[config.mk]
export PLATFORM = sky130hd
export DESIGN_NAME = pipe_stage_elastic
export DESIGN_NICKNAME = d
export VERILOG_FILES = /design/src/rtl/pipe_stage_elastic.sv
export SDC_FILE = /design/constraint.sdc
export NUM_CORES = 1
export LEC_CHECK = 0
export BUFFER_PORTS_ARGS = -buffer_cell sky130_fd_sc_hd__buf_2
export CORE_MARGIN = 2
export CORE_UTILIZATION = 53
export CTS_CLUSTER_DIAMETER = 80
export CTS_CLUSTER_SIZE = 20
export DETAILED_ROUTE_END_ITERATION = 10
export GPL_ROUTABILITY_DRIVEN = 0
export GPL_TIMING_DRIVEN = 0
export PLACE_DENSITY = 0.79
export SLEW_MARGIN = 20
export SYNTH_ARGS = -nofsm -noshare
export SYNTH_HDL_FRONTEND = slang
export SYNTH_SLANG_ARGS = --single-unit
[constraint.sdc]
create_clock -name clk -period 1.95 [get_ports clk]
set_input_delay 0.39 -clock clk [delete_from_list [all_inputs] [get_ports clk]]
set_output_delay 0.39 -clock clk [all_outputs]
set_load 0.03 [all_outputs]
[src/rtl/pipe_stage_elastic.sv]
// Elastic pipeline-stage register: valid/ready handshake, 2-entry skid buffer,
// bubble-zeroed control payload and a saturating bubble-cycle counter.
module pipe_stage_elastic #(
    parameter int DATA_W = 168,
    parameter int CTRL_W = 10,
    parameter int CNT_W  = 16
) (
    input  logic              clk,
    input  logic              reset_n,
    input  logic              flush,
    input  logic              in_valid,
    output logic              in_ready,
    input  logic [DATA_W-1:0] in_data,
    input  logic [CTRL_W-1:0] in_ctrl,
    output logic              out_valid,
    input  logic              out_ready,
    output logic [DATA_W-1:0] out_data,
    output logic [CTRL_W-1:0] out_ctrl,
    output logic [CNT_W-1:0]  bubble_cnt,
    input  logic              bubble_clr
);

    typedef enum logic [1:0] {
        ST_EMPTY = 2'd0,
        ST_ONE   = 2'd1,
        ST_TWO   = 2'd2
    } state_t;

    localparam logic [DATA_W-1:0] ZERO_DATA = {DATA_W{1'b0}};
    localparam logic [CTRL_W-1:0] ZERO_CTRL = {CTRL_W{1'b0}};
    localparam logic [CNT_W-1:0]  ZERO_CNT  = {CNT_W{1'b0}};
    localparam logic [CNT_W-1:0]  CNT_MAX   = {CNT_W{1'b1}};

    state_t              state_r;
    logic                full_r;
    logic                out_valid_r;
    logic [DATA_W-1:0]   main_data_r;
    logic [CTRL_W-1:0]   main_ctrl_r;
    logic [DATA_W-1:0]   skid_data_r;
    logic [CTRL_W-1:0]   skid_ctrl_r;
    logic [CNT_W-1:0]    bubble_cnt_r;
    logic                in_fire_s;
    logic                out_fire_s;

    // full_r mirrors state==TWO so in_ready has no path from out_ready
    assign in_ready   = reset_n & ~full_r;
    assign in_fire_s  = in_valid & in_ready;
    assign out_fire_s = out_valid_r & out_ready;

    assign out_valid  = out_valid_r;
    assign out_data   = main_data_r;
    assign out_ctrl   = main_ctrl_r;
    assign bubble_cnt = bubble_cnt_r;

    // Occupancy FSM together with the main/skid payload registers
    always_ff @(posedge clk) begin
        if (!reset_n) begin
            state_r     <= ST_EMPTY;
            full_r      <= 1'b0;
            out_valid_r <= 1'b0;
            main_data_r <= ZERO_DATA;
            main_ctrl_r <= ZERO_CTRL;
            skid_data_r <= ZERO_DATA;
            skid_ctrl_r <= ZERO_CTRL;
        end else if (flush) begin
            // Data passes through so a flushed stage looks like the legacy register
            state_r     <= ST_EMPTY;
            full_r      <= 1'b0;
            out_valid_r <= 1'b0;
            main_data_r <= in_data;
            main_ctrl_r <= ZERO_CTRL;
            skid_ctrl_r <= ZERO_CTRL;
        end else begin
            case (state_r)
                ST_EMPTY: begin
                    if (in_fire_s) begin
                        main_data_r <= in_data;
                        main_ctrl_r <= in_ctrl;
                        state_r     <= ST_ONE;
                        out_valid_r <= 1'b1;
                    end
                end
                ST_ONE: begin
                    if (in_fire_s && out_fire_s) begin
                        main_data_r <= in_data;
                        main_ctrl_r <= in_ctrl;
                    end else if (in_fire_s) begin
                        skid_data_r <= in_data;
                        skid_ctrl_r <= in_ctrl;
                        state_r     <= ST_TWO;
                        full_r      <= 1'b1;
                    end else if (out_fire_s) begin
                        main_ctrl_r <= ZERO_CTRL;
                        state_r     <= ST_EMPTY;
                        out_valid_r <= 1'b0;
                    end
                end
                ST_TWO: begin
                    if (out_fire_s) begin
                        main_data_r <= skid_data_r;
                        main_ctrl_r <= skid_ctrl_r;
                        skid_ctrl_r <= ZERO_CTRL;
                        state_r     <= ST_ONE;
                        full_r      <= 1'b0;
                    end
                end
                default: begin
                    state_r     <= ST_EMPTY;
                    full_r      <= 1'b0;
                    out_valid_r <= 1'b0;
                    main_ctrl_r <= ZERO_CTRL;
                    skid_ctrl_r <= ZERO_CTRL;
                end
            endcase
        end
    end

    // Saturating count of edges that see an empty output; clear beats increment
    always_ff @(posedge clk) begin
        if (!reset_n) begin
            bubble_cnt_r <= ZERO_CNT;
        end else if (bubble_clr) begin
            bubble_cnt_r <= ZERO_CNT;
        end else if (!out_valid_r && (bubble_cnt_r != CNT_MAX)) begin
            bubble_cnt_r <= bubble_cnt_r + CNT_W'(1);
        end
    end

endmodule

==> results of run 1 <==
report_power, final:
| group | leakage (uW) | internal (uW) | switching (uW) |
|---|---|---|---|
| registers | 0.00308 | 7990 | 170 |
| logic | 0.00601 | 849 | 1500 |
| clock network | 0.000298 | 2230 | 2510 |
worst max-delay path by stage:
stage	start	to	slack (ns)	cells past startpoint
floorplan	bubble_cnt[3]$_SDFFE_PP0P_	bubble_cnt[9]$_SDFFE_PP0P_	0.02	5
global placement	out_ready	skid_data_r[165]$_SDFFE_PN0P_	-0.66	8
detailed placement	reset_n	skid_data_r[125]$_SDFFE_PN0P_	-0.71	6
CTS	full_r$_SDFFE_PP0P_	skid_data_r[154]$_SDFFE_PN0P_	-0.004	9
global route	state_r[0]$_SDFFE_PP0P_	out_data[141]$_SDFFE_PN0P_	-0.17	9
finish	state_r[0]$_SDFFE_PP0P_	out_data[141]$_SDFFE_PN0P_	-0.10	9
flip-flops by register name, summed over array words and instances, names as in the netlist:
| register | flops |
|---|---|
| state_r | 2 |
| skid_ctrl_r | 10 |
| full_r | 1 |
| out_ctrl | 10 |
| out_valid | 1 |
| bubble_cnt | 16 |
| out_data | 168 |
| skid_data_r | 168 |
per-stage QoR:
step                      setup TNS [ns]  setup slack (ns)  instances  total power [uW]
after detailed placement         -178.01            -0.706       2443             10400
after CTS                       -0.00829          -0.00394       2471             15100
after global placement           -170.93            -0.659       2443             10400
after global routing               -7.87            -0.170       2517             15800
after floorplan                        0            0.0214       1680              9620
final                             -0.837            -0.103       2519             15300
cell usage in the layout (no fill, tap or decap), types with 7 or more instances in the layout:
master and n:
a21oi_1 14, a221o_1 10, a32o_1 9, and3_1 10, buf_12 13, buf_2 386
buf_4 30, buf_6 20, buf_8 25, clkbuf_1 43, clkbuf_16 41, clkbuf_2 8
clkbuf_4 20, dfxtp_1 367, dfxtp_2 7, diode_2 14, inv_1 7, mux2i_1 158
mux2i_2 8, nand2_1 429, nand2_2 41, nand3_1 41, o211a_1 168, o21ai_0 74
o21ai_1 92, o21ai_2 9, o31ai_1 7, or3_1 7
critical path: stages (launching register included):
cell and delay [ns]:
dfxtp_2 0.33, buf_6 0.13, buf_12 0.12, nor3b_4 0.21, buf_6 0.19, clkbuf_16 0.19, buf_8 0.18, mux2i_1 0.34
nand2_2 0.10, o211a_1 0.14
cell type report:
| class | instances | share of cell area, % |
|---|---|---|
| inverter | 7 | 0.131 |
| timing repair buffer | 421 | 13.0 |
| clock inverter | 1 | 0.150 |
| clock buffer | 23 | 2.88 |
| multi-input combinational | 1150 | 37.3 |
| antenna | 14 | 0.175 |
| tap | 384 | 2.40 |
| buffer | 143 | 6.20 |
| sequential | 376 | 37.7 |
metal layers:
| metal | share of wire (%) | vias to the layer above | track usage [%] |
|---|---|---|---|
| li1 | - | 6756 | - |
| met3 | 7.3 | 125 | 5.47 |
| met1 | 40 | 7030 | 36.2 |
| met2 | 48 | 550 | 49.0 |
| met4 | 4.0 | 10 | 11.3 |
| met5 | 0.14 | - | 0 |
timing repair:
action | in CTS | in global routing
cloned | 0 | 20
pin swaps | 2 | 14
setup endpoints to repair | 336 | 347
buffers inserted | 6 | 16
endpoints found under the hold margin | 0 | 0
resized for setup | 106 | 306
logic make-up after synthesis:
logic type	count (synthesis)	synth area share (%)
AND/OR/NAND/NOR	578	15.6
multiplexers	170	11.1
buffers and inverters	154	4.60
flip-flops	376	49.0
adder cells (fa/ha/maj)	1	0.0814
AO/OA/AOI/OAI	401	19.6
==> results.toml, run 1 <==
[power]
power_density_mw_per_mm2 = 762
p_leak_uw = 0.00939
vdd_drop_max_mv = 0.629

[finish]
areaGrowthSynthToFinish_pct = 30.3
layout.nets = 2306
ff_latch_area_mm2 = 0.00754
design_area_mm2 = 0.0200
layout-drive-gt1-share_pct = 30.1
fillerInstances = 2182
final_util_pct = 69.9
multi_input_area_mm2 = 0.00747

[routing]
vias = 14500
wire_per_inst_um = 19.4
drt-initial-drc-count = 1079
firstDrtPassIters = 5
drc = 0
antenna_left = 0
drt-total-wl_mm = 48.8
via_per_inst = 5.74

[logic_synthesis]
synth.distinct_cells = 51
synthTopCellsByArea = "dfxtp_1 (49%), nand2_1 (12%), mux2i_1 (11%)"
synth_fp_nets = 1865
syn_area_mm2 = 0.0154
synth_area_per_cell_um2 = 9.14
synth-edff-count = 0
yosysTopAreaCell = "dfxtp_1"
synth_most_common_cell = "nand2_1"
synth.cells.most_frequent = "nand2_1 (475), dfxtp_1 (376), mux2i_1 (170)"
ys_warn_count = 0
ys_seq_area_share_pct = 49.0
synth_cells = 1680
synth_top_area_share_pct = 49.0
yosys_most_used_dff = "dfxtp_1"
synth-seq-cells = 376
async_flop_share_pct = 0

[cts]
clkSinkCount = 376
insertion_delay_ns = 0.54
hold_buffers = 0
clkTransAtPathRegs_ns = 0.09
cts_max_level = 1
cts_buffers = 22
root_buffer = "clkbuf_16"
cts_buffer_depth = 3
cts_tree = "done"

[floorplan]
rows = 62
initial_core_util_pct = 53.7
die_w_um = 174
dieHeight_um = 174
ioPinCount = 380
die_area_mm2 = 0.0304
core_mm2 = 0.0286

[worst_hold_path]
whs_path_depth = 3
hold_end = "skid_data_r[95]$_SDFFE_PN0P_"
holdCritPathClass = "input pin to register"
hp-start = "in_data[95]"

[sta]
tightest_slew_ns = 0.717
setup_viol = 47
maxSlewViolCount = 0
fin_crit_sh_pct = 105
postLayoutSetupSlackWorst_ns = -0.103
fin_skew_ns = 0.0166
fin_crit_ns = 2.05
fmax_mhz = 487
timing.hold.ws_ns = 0.0604
rsz0062_at_grt = "yes"
slew_headroom_pct = 52.0
hold_viol_final = 0

[placement]
dp_hpwl_mm = 33.4
dpl_cell_area_mm2 = 0.0177
port_buffers = 379

[setup_path]
reg2reg_to = "out_data[141]$_SDFFE_PN0P_"
cp.arrival_ns = 2.48
rr_startpoint = "state_r[0]$_SDFFE_PP0P_"
cp.required_ns = 2.38
cp-start-kind = "register"
crit_path_max_fanout = 10
cp-end-kind = "register"
r2r_cells = 9
path_class = "register to register"
regToRegSetupSlack_ns = -0.10

[global_route]
track_usage_pct = 28.9
grt_pass1_vias = 13500
grt.overflow.total = 0
grt_max_degree = 21
antenna_found_initial = 18
grt_pass1_wl_mm = 71.4

[flow_run]
cap_viol_max_count = 0

[status]
outcome = "finished with violations"
violations = "setup timing"
(Power assumes the default switching activity.)
==> run 2, diff against run 1 <==
--- a/config.mk
+++ b/config.mk
@@ -5,15 +5,17 @@
 export SDC_FILE = /design/constraint.sdc
 export NUM_CORES = 1
 export LEC_CHECK = 0
+export ABC_AREA = 1
 export BUFFER_PORTS_ARGS = -buffer_cell sky130_fd_sc_hd__buf_2
+export CAP_MARGIN = 20
 export CORE_MARGIN = 2
-export CORE_UTILIZATION = 53
+export CORE_UTILIZATION = 55
 export CTS_CLUSTER_DIAMETER = 80
 export CTS_CLUSTER_SIZE = 20
 export DETAILED_ROUTE_END_ITERATION = 10
 export GPL_ROUTABILITY_DRIVEN = 0
 export GPL_TIMING_DRIVEN = 0
-export PLACE_DENSITY = 0.79
+export PLACE_DENSITY = 0.81
 export SLEW_MARGIN = 20
 export SYNTH_ARGS = -nofsm -noshare
 export SYNTH_HDL_FRONTEND = slang
==> run 2 against run 1 <==
  * First-iteration DRC count grew 27%
  * Cell count is 38% higher
  * The flow now finishes without violations
  * Critical path type unchanged
  * Area after synthesis is 11% higher
  * Global-route usage is 2.0 points higher
  * Via count grew 25%
  * Sequential power is 0.6% higher
  * Final area rose by 1.7%
  * Combinational power rose by 24%
  * Critical endpoint is now out_data[109]$_SDFFE_PN0P_
  * Routed wire length up 7.3%
==> results.toml, run 2 <==
[finish]
layout-drive-gt1-share_pct = 17.2
areaGrowthSynthToFinish_pct = 18.9
final_cell_mix = "nor2_1 (597), nand2_1 (560), buf_2 (409), dfxtp_1 (371), nand3_1 (334)"
layout.nets = 3236
final_common_cell = "nor2_1"
design_area_mm2 = 0.0203

[routing]
via_per_inst = 5.22
drc = 0
firstDrtPassIters = 5
vias = 18100
wire_per_inst_um = 15.1
drt-total-wl_mm = 52.4
drt-initial-drc-count = 1365
antenna_left = 0

[cts]
clkTransAtPathRegs_ns = 0.09
cts_tree = "done"
cts_buffers = 23
hold_buffers = 0
root_buffer = "clkbuf_16"
insertion_delay_ns = 0.54
cts_max_level = 1
clkSinkCount = 376
cts_buffer_depth = 3

[sta]
fin_crit_sh_pct = 95.2
postLayoutSetupSlackWorst_ns = 0.0938
slew_headroom_pct = 33.0
fin_skew_ns = 0.0150
maxSlewViolCount = 0
finalSetupTns_ns = 0
tightest_slew_ns = 1.00
timing.hold.ws_ns = 0.0957
hold_viol_final = 0
setup_viol = 0
fin_crit_ns = 1.86
fmax_mhz = 539

[global_route]
track_usage_pct = 30.8
grt_max_degree = 21
antenna_found_initial = 23
grt_pass1_vias = 16300
grt_pass1_wl_mm = 82.7
grt.overflow.total = 0

[status]
outcome = "completed"

[floorplan]
die_w_um = 180
ioPinCount = 380
dieHeight_um = 180
die_area_mm2 = 0.0325
core_mm2 = 0.0306
initial_core_util_pct = 55.9
rows = 64

[setup_path]
cp.arrival_ns = 2.29
crit_path_max_fanout = 10
cp-end-kind = "register"
cp-start-kind = "register"
cp.required_ns = 2.39
path_class = "register to register"

[logic_synthesis]
synthSimpleGateAreaFrac_pct = 35.8
synth-seq-cells = 376
synthTopCellsByArea = "dfxtp_1 (44%), nor2_1 (13%), nand2_1 (12%)"
synth-edff-count = 0
synth_most_common_cell = "nor2_1"
synth_cells = 2644
yosys_most_used_dff = "dfxtp_1"
muxShareOfSynthArea_pct = 0
synth_top_family_by_area = "simple AND/OR/NAND/NOR gates"
synth_adder_area_share_pct = 0.0731
synth_fp_nets = 2829
synth.cells.most_frequent = "nor2_1 (601), nand2_1 (562), dfxtp_1 (376)"
synth_xor_area_share_pct = 0.358
synth_compound_area_share_pct = 9.28
synth_top_area_share_pct = 44.0
yosysTopAreaCell = "dfxtp_1"
ys_seq_area_share_pct = 44.0
ys_warn_count = 0
async_flop_share_pct = 0
syn_area_mm2 = 0.0171
synth.distinct_cells = 25
synth_area_per_cell_um2 = 6.47

[flow_run]
cap_viol_max_count = 0

[placement]
post-place-ws_ns = -0.771
dp_hpwl_mm = 38.6
port_buffers = 379
dpl_cell_area_mm2 = 0.0195

[power]
vdd_drop_max_mv = 0.757
p_leak_uw = 0.00983
power_density_mw_per_mm2 = 789

[worst_hold_path]
holdCritPathClass = "input pin to register"
-- run 2: cell count changes after synthesis, sizes merged, moves of 8 or more --
cell	delta
nor2	+598
nand3	+291
inv	+238
mux2i	-170
o211a	-168
nand2	+89
a21oi	+73
clkbuf	+54
o21ai	+52
buf	-12
a221o	-10
and3	-10
a32o	-9
or3	-8
-- run 2: cells by family (layout without fill, tap and decap cells) --
group / Yosys count / count (layout)
other: 0 / 16
buffers and inverters: 435 / 845
adder cells (fa/ha/maj): 1 / 1
AND/OR/NAND/NOR: 1509 / 1509
AO/OA/AOI/OAI: 316 / 316
XOR/XNOR: 7 / 7
flip-flops: 376 / 376
-- run 2: where the power goes --
| group | leakage, uW | internal [uW] | switching (uW) | total [uW] |
|---|---|---|---|---|
| sequential | 0.00308 | 8020 | 182 | 8210 |
| combinational | 0.00643 | 921 | 2000 | 2920 |
| clock | 0.000318 | 2310 | 2630 | 4940 |
| total | 0.00983 | 11300 | 4810 | 16100 |
-- run 2: critical path, cell delays in order (launching register included) --
cell      delay [ns]
dfxtp_2         0.37
inv_2           0.07
nor2_2          0.16
nand2_1         0.13
nand2_1         0.15
nor2_4          0.07
nand2_4         0.18
clkbuf_1        0.37
nand3_1         0.13
nand2_1         0.09
nor2_1          0.04
-- run 2: stage by stage --
stage                     total power, uW  cells  util (%)
final                               16100   3466      66.5
after global routing                16800   3461      66.5
after CTS                           16100   3447      66.0
after detailed placement            11200   3419      63.8
after global placement              11200   3419      63.8
after floorplan                     10300   2644         -
-- run 2: path summary, 6_finish.rpt --
path | startpoint | end | slack [ns] | depth (start not counted)
max | state_r[1]$_SDFFE_PP0P_ | out_data[109]$_SDFFE_PN0P_ | 0.09 | 10
min | in_data[42] | skid_data_r[42]$_SDFFE_PN0P_ | 0.1 | 3
max reg2reg | state_r[1]$_SDFFE_PP0P_ | out_data[109]$_SDFFE_PN0P_ | 0.09 | 10
min reg2reg | skid_data_r[112]$_SDFFE_PN0P_ | skid_data_r[112]$_SDFFE_PN0P_ | 0.45 | 2
-- run 2: repair_timing --
item / 4_1_cts / 5_1_grt
hold endpoints to repair: 0 / 0
endpoints found under the setup margin: 304 / 323
pin swaps: 0 / 2
buffers inserted: 0 / 3
resized for setup: 32 / 64
-- run 2: per-layer routing --
| metal | part of all wire, % | global-route usage [%] |
|---|---|---|
| met5 | 0.21 | 0 |
| met1 | 41 | 39.4 |
| met4 | 2.8 | 9.26 |
| met2 | 47 | 52.3 |
| met3 | 8.7 | 6.65 |
-- run 2: layout make-up --
type,count,area (um^2)
fill,2813,10200
multi-input combinational,1833,7820
sequential,376,7530
timing repair buffer,382,1920
buffer,189,971
inverter,246,926
clock buffer,24,589
tap,396,495
clock inverter,4,52.6
antenna,16,40.0
==> run 3, diff against run 2 <==
--- a/config.mk
+++ b/config.mk
@@ -8,14 +8,13 @@
 export ABC_AREA = 1
 export BUFFER_PORTS_ARGS = -buffer_cell sky130_fd_sc_hd__buf_2
 export CAP_MARGIN = 20
-export CORE_MARGIN = 2
 export CORE_UTILIZATION = 55
 export CTS_CLUSTER_DIAMETER = 80
 export CTS_CLUSTER_SIZE = 20
 export DETAILED_ROUTE_END_ITERATION = 10
 export GPL_ROUTABILITY_DRIVEN = 0
 export GPL_TIMING_DRIVEN = 0
-export PLACE_DENSITY = 0.81
+export PLACE_DENSITY_LB_ADDON = 0.12
 export SLEW_MARGIN = 20
 export SYNTH_ARGS = -nofsm -noshare
 export SYNTH_HDL_FRONTEND = slang
==> run 3 against run 2 <==
  * Count of clock-buffer cells in the layout rose by 1
  * Global-route usage rose by 0.43 points
  * Combinational power barely moved
  * Largest cell class unchanged
==> results.toml, run 3 (synthesis gave the netlist of run 2 again) <==
[cts]
root_buffer = "clkbuf_16"
clkTransAtPathRegs_ns = 0.08
clkSinkCount = 376
cts_buffers = 22
cts_buffer_depth = 3
cts_tree = "done"
cts_max_level = 1
insertion_delay_ns = 0.54

[worst_hold_path]
hold_end = "skid_data_r[45]$_SDFFE_PN0P_"
whs_path_depth = 3
hp-start = "in_data[45]"
holdCritPathClass = "input pin to register"

[setup_path]
cp-start-kind = "register"
path_class = "register to register"
crit_path_max_fanout = 10
reg2reg_to = "skid_data_r[88]$_SDFFE_PN0P_"
regToRegSetupSlack_ns = 0.1
r2r_cells = 8
cp.arrival_ns = 2.33
cp.required_ns = 2.43
cp-end-kind = "register"
rr_startpoint = "state_r[0]$_SDFFE_PP0P_"

[sta]
finalSetupTns_ns = 0
maxSlewViolCount = 0
fin_skew_ns = 0.0103
setup_viol = 0
fin_crit_sh_pct = 95.1
hold_viol_final = 0
fmax_mhz = 539
tightest_slew_ns = 1.09
fin_crit_ns = 1.85
slew_headroom_pct = 27.1

[global_route]
grt_max_degree = 21
track_usage_pct = 31.2
grt.overflow.total = 0
grt_pass1_vias = 16100
grt_pass1_wl_mm = 79.8
antenna_found_initial = 19

[floorplan]
core_mm2 = 0.0306
dieHeight_um = 178
die_w_um = 178
die_area_mm2 = 0.0318
initial_core_util_pct = 55.9
rows = 64
ioPinCount = 380

[routing]
drc = 0
drt-total-wl_mm = 51.3
wire_per_inst_um = 14.8
vias = 17900
via_per_inst = 5.18
firstDrtPassIters = 5
drt-initial-drc-count = 1432
antenna_left = 0

[finish]
fillerInstances = 2909
areaGrowthSynthToFinish_pct = 18.6
final_common_cell = "nor2_1"
layout-drive-gt1-share_pct = 17.1
final_cell_mix = "nor2_1 (597), nand2_1 (559), buf_2 (408), dfxtp_1 (374), nand3_1 (334)"
layout.nets = 3234
final_util_pct = 66.3

[power]
p_leak_uw = 0.00982
clkPwrFrac_pct = 29.9
power_frac_comb_pct = 18.4
intPower_uw = 11100
power_density_mw_per_mm2 = 781
p_switching_uw = 4730
seq_power_share_pct = 51.8
vdd_drop_max_mv = 0.596
p_sw_share_pct = 29.8

[status]
outcome = "completed"

[flow_run]
cap_viol_max_count = 0

[placement]
dp_hpwl_mm = 37.7
port_buffers = 379
==> run 3: worst max-delay path by stage <==
stage / start / to / slack (ns)
after floorplan: reset_n / out_data[10]$_SDFFE_PN0P_ / 0.12
after global placement: reset_n / out_data[118]$_SDFFE_PN0P_ / -0.73
after detailed placement: reset_n / out_data[6]$_SDFFE_PN0P_ / -0.77
after CTS: out_valid$_SDFFE_PP0P_ / skid_data_r[108]$_SDFFE_PN0P_ / 0.01
after global routing: state_r[1]$_SDFFE_PP0P_ / out_data[139]$_SDFFE_PN0P_ / -0.003
final: state_r[0]$_SDFFE_PP0P_ / skid_data_r[88]$_SDFFE_PN0P_ / 0.1
==> run 3: metrics by stage <==
step | hold WS (ns) | cells | instance area [um^2] | total power, uW | setup slack [ns]
global placement | 0.433 | 3419 | 19500 | 11200 | -0.734
finish | 0.0937 | 3460 | 20300 | 15900 | 0.0962
CTS | 0.0832 | 3444 | 20100 | 15900 | 0.0113
floorplan | 0.425 | 2644 | 17100 | 10300 | 0.121
detailed placement | 0.438 | 3419 | 19500 | 11200 | -0.770
global route | 0.0991 | 3455 | 20300 | 16500 | -0.00340
==> run 3: repair_timing <==
| action | in CTS | in global routing |
|---|---|---|
| buffers inserted | 0 | 2 |
| hold buffers | 0 | 0 |
| resized for setup | 29 | 63 |
| endpoints found under the setup margin | 299 | 316 |
==> run 3: area by class of cell <==
cell class	instances	area (um^2)	area share, %
multi-input cells	1833	7820	38.5
well taps	396	495	2.44
repair buffers	381	1920	9.48
flip-flops and latches	376	7530	37.1
diodes	14	35.0	0.173
clock buffers	25	603	2.97
inverters	246	923	4.55
plain buffers	189	970	4.78
==> run 3: worst max-delay path, stage by stage, from the launching register on <==
cell and delay (ns):
dfxtp_1 0.44, nand2_1 0.14, nor2_2 0.20, nand2_2 0.16, inv_2 0.22, buf_4 0.24, buf_4 0.21, nor2_1 0.06
nor2_1 0.12
==> run 3: power by group through the flow <==
stage / clock network, uW / logic (uW) / registers [uW]
after floorplan: 0 / 1280 / 8990
after global placement: 0 / 2810 / 8370
after detailed placement: 0 / 2850 / 8380
after CTS: 4770 / 2880 / 8200
after global routing: 5080 / 3210 / 8240
final: 4740 / 2910 / 8210
==> run 3: metal layers <==
metal	track usage [%]	up-vias	share of wire, %
li1	-	9051	-
met1	40.0	8164	43
met2	50.8	576	45
met3	6.93	126	7.7
met4	12.7	10	3.7
met5	0	-	0.12
